[src/rtl/imem_loader_if.sv]
// Handshake and memory-write bundle for imem_loader.
interface imem_loader_if;
  logic        start;
  logic [7:0]  len_words;
  logic        s_valid;
  logic [7:0]  s_data;
  logic        s_ready;
  logic        mem_we;
  logic [31:0] mem_addr;
  logic [31:0] mem_wdata;
  logic        busy;
  logic        done;
  logic        err;

  modport master (
    output start, len_words, s_valid, s_data,
    input  s_ready, mem_we, mem_addr, mem_wdata, busy, done, err
  );

  modport slave (
    input  start, len_words, s_valid, s_data,
    output s_ready, mem_we, mem_addr, mem_wdata, busy, done, err
  );
endinterface

[src/rtl/imem_loader.sv]
// Byte-stream to instruction-memory loader: assembles little-endian words and writes them.
// Define IMEM_LOADER_CHECKSUM_EN to require a trailing XOR checksum byte per session.
module imem_loader #(
  parameter int unsigned DEPTH_BYTES = 32
) (
  input logic        clk,
  input logic        rst_n,
  imem_loader_if.slave bus
);
  localparam int unsigned DEPTH_WORDS = DEPTH_BYTES / 4;

`ifdef IMEM_LOADER_CHECKSUM_EN
  typedef enum logic [2:0] {IDLE, LOAD, WRITE, DONE, ERR, CHECK} state_t;
`else
  typedef enum logic [2:0] {IDLE, LOAD, WRITE, DONE, ERR} state_t;
`endif

  state_t      state, next;
  logic [1:0]  byte_idx;
  logic [7:0]  word_idx;
  logic [7:0]  len_q;
  logic [31:0] word;
`ifdef IMEM_LOADER_CHECKSUM_EN
  logic [7:0]  csum;
`endif

  logic        launch, accept, last, len_ok;
  logic        s_ready, mem_we, busy, done, err;
  logic [31:0] mem_addr, mem_wdata;

  assign len_ok = (bus.len_words != 8'd0) && (32'(bus.len_words) <= DEPTH_WORDS);
  assign last   = ({1'b0, word_idx} + 9'd1) == {1'b0, len_q};

  always_ff @(posedge clk or negedge rst_n) begin
    if (!rst_n) state <= IDLE;
    else        state <= next;
  end

  always_comb begin
    next      = state;
    launch    = 1'b0;
    accept    = 1'b0;
    s_ready   = 1'b0;
    mem_we    = 1'b0;
    mem_addr  = '0;
    mem_wdata = '0;
    busy      = 1'b0;
    done      = 1'b0;
    err       = 1'b0;
    case (state)
      IDLE, DONE, ERR: begin
        done = (state == DONE);
        err  = (state == ERR);
        if (bus.start) begin
          if (len_ok) begin
            next   = LOAD;
            launch = 1'b1;
          end else begin
            next = ERR;
          end
        end
      end
      LOAD: begin
        busy    = 1'b1;
        s_ready = 1'b1;
        if (bus.s_valid) begin
          accept = 1'b1;
          if (byte_idx == 2'd3) next = WRITE;
        end
      end
      WRITE: begin
        busy      = 1'b1;
        mem_we    = 1'b1;
        mem_addr  = {22'd0, word_idx, 2'b00};
        mem_wdata = word;
`ifdef IMEM_LOADER_CHECKSUM_EN
        next = last ? CHECK : LOAD;
`else
        next = last ? DONE : LOAD;
`endif
      end
`ifdef IMEM_LOADER_CHECKSUM_EN
      CHECK: begin
        busy    = 1'b1;
        s_ready = 1'b1;
        if (bus.s_valid) next = (bus.s_data == csum) ? DONE : ERR;
      end
`endif
      default: next = IDLE;
    endcase
  end

  // Word index only advances when another word follows, so it never wraps past len_q-1.
  always_ff @(posedge clk or negedge rst_n) begin
    if (!rst_n) begin
      byte_idx <= '0;
      word_idx <= '0;
      len_q    <= '0;
      word     <= '0;
`ifdef IMEM_LOADER_CHECKSUM_EN
      csum     <= '0;
`endif
    end else begin
      if (launch) begin
        byte_idx <= '0;
        word_idx <= '0;
        len_q    <= bus.len_words;
        word     <= '0;
`ifdef IMEM_LOADER_CHECKSUM_EN
        csum     <= '0;
`endif
      end
      if (accept) begin
        word[{byte_idx, 3'b000} +: 8] <= bus.s_data;
        byte_idx                      <= byte_idx + 2'd1;
`ifdef IMEM_LOADER_CHECKSUM_EN
        csum                          <= csum ^ bus.s_data;
`endif
      end
      if (state == WRITE && !last) word_idx <= word_idx + 8'd1;
    end
  end

  assign bus.s_ready   = s_ready;
  assign bus.mem_we    = mem_we;
  assign bus.mem_addr  = mem_addr;
  assign bus.mem_wdata = mem_wdata;
  assign bus.busy      = busy;
  assign bus.done      = done;
  assign bus.err       = err;
endmodule

[src/flat_wrapper.sv]
// flat-port wrapper written by rule: the top's interface ports become plain ports
module imem_loader_flat 
#(
  parameter int unsigned DEPTH_BYTES = 32
)
  (clk, rst_n, bus_start, bus_len_words, bus_s_valid, bus_s_data, bus_s_ready, bus_mem_we, bus_mem_addr, bus_mem_wdata, bus_busy, bus_done, bus_err);
  imem_loader_if bus_i ();
  input logic clk;
  input logic rst_n;
  input wire logic [$bits(bus_i.start)-1:0] bus_start;
  input wire logic [$bits(bus_i.len_words)-1:0] bus_len_words;
  input wire logic [$bits(bus_i.s_valid)-1:0] bus_s_valid;
  input wire logic [$bits(bus_i.s_data)-1:0] bus_s_data;
  output wire logic [$bits(bus_i.s_ready)-1:0] bus_s_ready;
  output wire logic [$bits(bus_i.mem_we)-1:0] bus_mem_we;
  output wire logic [$bits(bus_i.mem_addr)-1:0] bus_mem_addr;
  output wire logic [$bits(bus_i.mem_wdata)-1:0] bus_mem_wdata;
  output wire logic [$bits(bus_i.busy)-1:0] bus_busy;
  output wire logic [$bits(bus_i.done)-1:0] bus_done;
  output wire logic [$bits(bus_i.err)-1:0] bus_err;
  assign bus_i.start = bus_start;
  assign bus_i.len_words = bus_len_words;
  assign bus_i.s_valid = bus_s_valid;
  assign bus_i.s_data = bus_s_data;
  assign bus_s_ready = bus_i.s_ready;
  assign bus_mem_we = bus_i.mem_we;
  assign bus_mem_addr = bus_i.mem_addr;
  assign bus_mem_wdata = bus_i.mem_wdata;
  assign bus_busy = bus_i.busy;
  assign bus_done = bus_i.done;
  assign bus_err = bus_i.err;
  imem_loader #(.DEPTH_BYTES(DEPTH_BYTES)) u_core (.clk(clk), .rst_n(rst_n), .bus(bus_i));
endmodule
[config.mk]
export PLATFORM = sky130hd
export DESIGN_NAME = imem_loader_flat
export DESIGN_NICKNAME = d
export VERILOG_FILES = /design/src/rtl/imem_loader_if.sv /design/src/rtl/imem_loader.sv /design/src/flat_wrapper.sv
export SDC_FILE = /design/constraint.sdc
export NUM_CORES = 1
export LEC_CHECK = 0
export CORE_MARGIN = 2
export CORE_UTILIZATION = 30
export CTS_CLUSTER_SIZE = 14
export DETAILED_ROUTE_END_ITERATION = 10
export HOLD_SLACK_MARGIN = 0.12
export PLACE_DENSITY = 0.64
export SETUP_SLACK_MARGIN = 0.3
export SLEW_MARGIN = 5
export SYNTH_ARGS = -nofsm -noshare
export SYNTH_HDL_FRONTEND = slang
export SYNTH_SLANG_ARGS = --single-unit
[constraint.sdc]
create_clock -name clk -period 2.26 [get_ports clk]
set_input_delay 0.452 -clock clk [delete_from_list [all_inputs] [get_ports clk]]
set_output_delay 0.452 -clock clk [all_outputs]
set_load 0.01 [all_outputs]
# Word-level counts from Yosys, hierarchy flattened
# Index checks and enable logic that the tools add are counted.
[word_totals]
inputBits = 20
elab_cells = 56
reg_bits = 53
[op_classes]
shift = 2
eq_ne = 9
n_reduce_logical = 10
mux = 25
n_lt_le_gt_ge = 1
add_sub_neg = 4
[ops]
columns = ["cell", "count"]
rows = [
  ["32-bit 2-to-1 mux", 3],
  ["32-bit bitwise mux", 1],
  ["8-bit by 7-bit variable shift with 32-bit output (first input constant)", 1],
  ["8-bit by 7-bit variable part select with 32-bit output", 1],
  ["8-bit 2-to-1 mux", 2],
  ["3-bit 2-to-1 mux", 4],
  ["1-bit 2-to-1 mux", 10],
  ["10-bit 2-to-1 mux", 1],
  ["8-bit by 1-bit adder with 9-bit output (second input constant)", 1],
  ["9-bit by 8-bit == test with 1-bit output", 1],
  ["3-bit case mux with 3 select lines", 1],
  ["8-bit by 1-bit adder with 8-bit output (second input constant)", 1],
  ["8-bit by 4-bit less-or-equal comparator with 1-bit output (second input constant)", 1],
  ["8-bit nonzero test", 1],
  ["5-bit negation with 7-bit output", 1],
  ["3-bit by 2-bit == test with 1-bit output (second input constant)", 2],
  ["2-bit 2-to-1 mux", 3],
  ["2-bit != test (second input constant)", 2],
  ["2-bit nonzero test", 2],
  ["3-bit by 1-bit == test with 1-bit output (second input constant)", 1],
  ["3-bit == test (second input constant)", 1],
  ["3-bit zero test", 1],
  ["3-bit AND reduction", 1],
  ["3-bit OR reduction", 1],
  ["other kinds (6)", 7],
]

# Depth between registers and ports, before layout
[depth]
ltp_word = 8
depth_mapped = 8
depth_no_buf = 8

# Worst setup path before layout
# OpenSTA, ideal clock, no wires.
[synth_timing]
path_type = "register -> register"
startpoint = "register u_core.word_idx[0]"
endpoint = "register u_core.word_idx[0]"
setup_time_ps = 64
path_buffers = 0
t_arrival_ps = 1926
path_stages_with_launch = 9
path_slack_ps = 269
cell_sequence = "dfrtp_1 ha_1 xnor2_1 o211ai_1 nor3_2 o2111ai_2 o21ai_4 and2b_4 a21o_1"
[synth_via]
elab_chain_cells = 5
elab_cells_between_ends = 7
classes_between = "2 x add/sub; 1 x eq/ne; 1 x mux; 3 x reduce/logical"
[synth_rtl]
columns = ["element", "line_no", "text"]
rows = [
  ["start, declared", "imem_loader.sv:20", "logic [7:0] word_idx;"],
  ["start signal, assigned", "imem_loader.sv:120", "if (state == WRITE && !last) word_idx <= word_idx + 8'd1;"],
  ["8-bit by 1-bit adder with 9-bit output", "imem_loader.sv:32", "assign last = ({1'b0, word_idx} + 9'd1) == {1'b0, len_q};"],
  ["9-bit by 8-bit == test with 1-bit output", "imem_loader.sv:32", ""],
  ["1-bit zero test", "imem_loader.sv:120", ""],
  ["1-bit logical AND", "imem_loader.sv:120", ""],
  ["8-bit 2-to-1 mux / 2-bit nonzero test (equally long branches)", "-", ""],
]
# Several ways; a longest one is shown, not always the timed one.
# A chain may end at the register's enable or synchronous reset.

# Worst setup path in the final report
[layout_timing]
startpoint = "register u_core.state[2]"
endpoint = "output port bus_mem_wdata[22]"
[layout_via]
elab_chain_cells = 2
[layout_rtl]
columns = ["element", "line_no", "text"]
rows = [
  ["start, declared", "imem_loader.sv:18", "state_t state, next;"],
  ["start signal, assigned", "imem_loader.sv:36", "else state <= next;"],
  ["3-bit by 2-bit == test with 1-bit output", "imem_loader.sv:50", "case (state)"],
  ["32-bit 2-to-1 mux", "imem_loader.sv:50", ""],
  ["end, declared", "flat_wrapper.sv:17", "output wire logic [$bits(bus_i.mem_wdata)-1:0] bus_mem_wdata;"],
]
# No other way between the ends.

==> out/results.tsv <==
stage	metric	value	unit
cells_and_area	layout-drive-gt1-share	44.94	%
clocking	clkSinkCount	53	
grt	grtUsageMet2	24.06	%
synth	synthArstFlopShare	100.0	%
synth	synthFlopType	dfrtp_1	
timing	tightest_slew	0.6128	ns
detailed_routing	vias	2433	
timing	slew_headroom	59.15	%
synth	synth.cell_area	2994	um^2
timing	slew_violations	0	
synth	synth_compound_area_share	16.97	%
placed_design	dp_slack	-0.1925	ns
clocking	max-clock-path-buffers	2	
detailed_routing	viasPerCell	4.697	
placed_design	io_buffer_count	64	
power	p_per_area	471.2	nW/um^2
floorplan	fp-row-count	36	
detailed_routing	antenna_left	0	
critical_path	path_common_cell	buf_6	
synth	synthCells	290	
clocking	clock_latency	0.32	ns
synth	ys_warn_count	0	
clocking	cts_tree	yes	
cells_and_area	final_nets	410	
cells_and_area	final_cell_count_no_fill	518	
power	p_total	2.087	mW
critical_path	startpoint	u_core.state[2]	
grt	grt_max_degree	31	
power	p_sw_share	30.93	%
timing	max_freq	483.1	MHz
clocking	ctsRootBufferMaster	clkbuf_8	
clocking	numCtsBuffers	5	
timing	tns	0	ns
critical_path	cp_max_fo	7	
synth	ys_types	53	
power	p_switching	0.6455	mW
grt	grt_usage	14.30	%
floorplan	core_area	9729	um^2
critical_path	ff2ff_path_depth	9	
power	ir_drop	0.2372	mV
critical_path	slowest_delay	0.44	ns
cells_and_area	fin_util	45.52	%
synth	ys_ff_latch	53	
power	p_clk_share	27.5	%
detailed_routing	drc	0	
timing	layout_setup_ws	0.1900	ns
timing	rsz0062_at_grt	yes	
run	cap_violations	0	
timing	fin_worst_skew	0.01151	ns
critical_path	r2r-start	u_core.word_idx[0]	
power	pwr-share-comb	21.2	%
critical_path	r2r_slack	0.31	ns
synth	synth-adder-area-share	2.507	%
critical_path	critical_path.slowest_cell	dfrtp_1	
clocking	htreeDepth	2	
critical_path	cp_top_family	buffers and inverters	
critical_path	path_depth	6	
detailed_routing	drt_pass1_iterations	4	
clocking	cts_hold_buffers	0	
timing	hold_ws	0.1379	ns
clocking	clk_pin_slew	0.11	ns
cells_and_area	fin_area	4429	um^2
synth	synth_top_family_by_area	simple AND/OR/NAND/NOR gates	
timing	finalCritPeriodShare	91.59	%
placed_design	gp_congestion	0.8040	
placed_design	place_inst	489	
synth	syn_area_per_cell	10.32	um^2
floorplan	die_area	10800	um^2
grt	grt_util_met3	2.193	%
grt	overflow	0	
grt	antenna_found_initial	0	
detailed_routing	wl	7.905	mm
power	leakage	2.117	nW
critical_path	path_buf_inv	4	
synth	ys_seq_area_share	44.30	%
critical_path	cp.arrival	1.62	ns
status	outcome	finished clean	
grt	grt_pass1_vias	2343	
floorplan	ios	89	
synth	synth_xor_area_share	4.304	%
critical_path	rr_endpoint	u_core.word_idx[3]	
critical_path	endpoint_kind	output port	
grt	use_met1	18.83	%
critical_path	worst_setup_path_start_kind	register	
power	intPower	1.442	mW
power	seq_power_share	51.4	%
floorplan	die_h	103.9	um
critical_path	worstSetupPathType	reg2out	
cells_and_area	n_antenna_cell	0	
critical_path	critPathCapture	bus_mem_wdata[22]	
critical_path	worstPathRequired	1.81	ns
floorplan	die_w	103.9	um
floorplan	initial_utilization	30.77	%
detailed_routing	drtIter0Drc	94	
critical_path	path_cells	nor3b_4 > buf_6 > buf_12 > buf_6 > and2_4 > buf_6	
placed_design	hpwl	5.328	mm
timing	finalCriticalPeriod	2.070	ns
detailed_routing	wl_per_cell	15.26	um
synth	synth_edf_count	0	
placed_design	post_dp_cell_area	3807	um^2
min_path	min_path_type	in2async	
synth	muxShareOfSynthArea	1.839	%
synth	yosys.area_share.simple	20.85	%
grt	grt_first_pass_wirelength	12.41	mm
cells_and_area	syn2layout_area_growth	47.93	%
grt	busiest_layer	met2	
timing	hold_viol	0	
timing	final-setup-viol-count	0	
==> how the worst min path moves through the flow <==
stage                          from                 end  slack, ns  cells after the start
global placement              rst_n      u_core.word[1]       0.48                      1
detailed placement  u_core.word[25]     u_core.word[25]       0.48                      1
floorplan                     rst_n  u_core.byte_idx[0]       0.16                      0
CTS                           rst_n     u_core.state[1]       0.14                      1
global route                  rst_n     u_core.state[1]       0.17                      1
finish                        rst_n     u_core.state[1]       0.14                      1
==> kinds of logic after synthesis <==
group	Yosys count
simple gates	102
buf+inv	44
other cells	1
flops	53
mux	5
xor+xnor	13
compound gates	66
fa+ha+maj	6
==> repair_timing <==
action                     4_1_cts  5_1_grt
gates resized for setup        207       96
setup endpoints to repair       89       91
pin swaps                       11       28
buffers inserted                12        5
cloned                           3        1
==> cell usage after synthesis, types with 3 or more instances <==
library cell	number	area, um^2
xor2_1	4	35.03
ha_1	6	75.07
xnor2_1	7	61.31
a22o_1	32	280.3
nor2_1	12	45.04
dfrtp_1	53	1326
or2_2	3	18.77
nor2b_1	5	31.28
nand2_1	12	45.04
o21ai_0	4	20.02
a21oi_1	13	65.06
a21o_1	6	45.04
and4_1	3	26.28
clkbuf_1	6	22.52
buf_4	25	187.7
and2_1	39	244.0
nand3_1	5	25.02
buf_2	5	25.02
inv_1	5	18.77
==> power by group through the flow <==
stage | clock [mW] | sequential (mW) | combinational, mW
after floorplan | 0 | 1.07 | 0.257
after global placement | 0 | 1.08 | 0.360
after detailed placement | 0 | 1.08 | 0.371
after CTS | 0.590 | 1.07 | 0.403
after global routing | 0.620 | 1.08 | 0.485
final | 0.573 | 1.07 | 0.442
==> placed cells by master (no fill, tap or decap), drive strengths merged, types with 2 or more instances in the layout <==
master / instances
buf: 81
dfrtp: 53
and2: 41
a22o: 32
conb: 24
clkdlybuf4s50: 14
a21oi: 13
nand2: 12
nor2: 12
xnor2: 9
clkbuf: 9
inv: 7
o21ai: 7
a21o: 6
nand3: 6
nor2b: 6
ha: 6
xor2: 4
dlymetal6s2s: 4
mux2: 4
nor3: 3
and4: 3
or2: 3
nor3b: 2
and3: 2
o211ai: 2
nand2b: 2
nand3b: 2
or3: 2
==> sequential cells by signal (all words and copies together), names as in the netlist <==
| name | count |
|---|---|
| u_core.state | 3 |
| u_core.word | 32 |
| u_core.byte_idx | 2 |
| u_core.word_idx | 8 |
| u_core.len_q | 8 |
==> layout make-up <==
class | count | area, um^2
well taps | 133 | 166.4
multi-input cells | 216 | 1715
clock inverters | 3 | 25.02
clock buffers | 5 | 68.82
fillers | 915 | 5300
inverters | 5 | 18.77
flip-flops and latches | 53 | 1331
repair buffers | 103 | 1104
==> layer usage <==
metal | wire [um] | vias to the layer above
li1 | - | 1156
met1 | 3530 | 1205
met2 | 3998 | 65
met3 | 279 | 7
met4 | 96 | 0
met5 | 0 | -
Power figures use the tool's default switching activity.
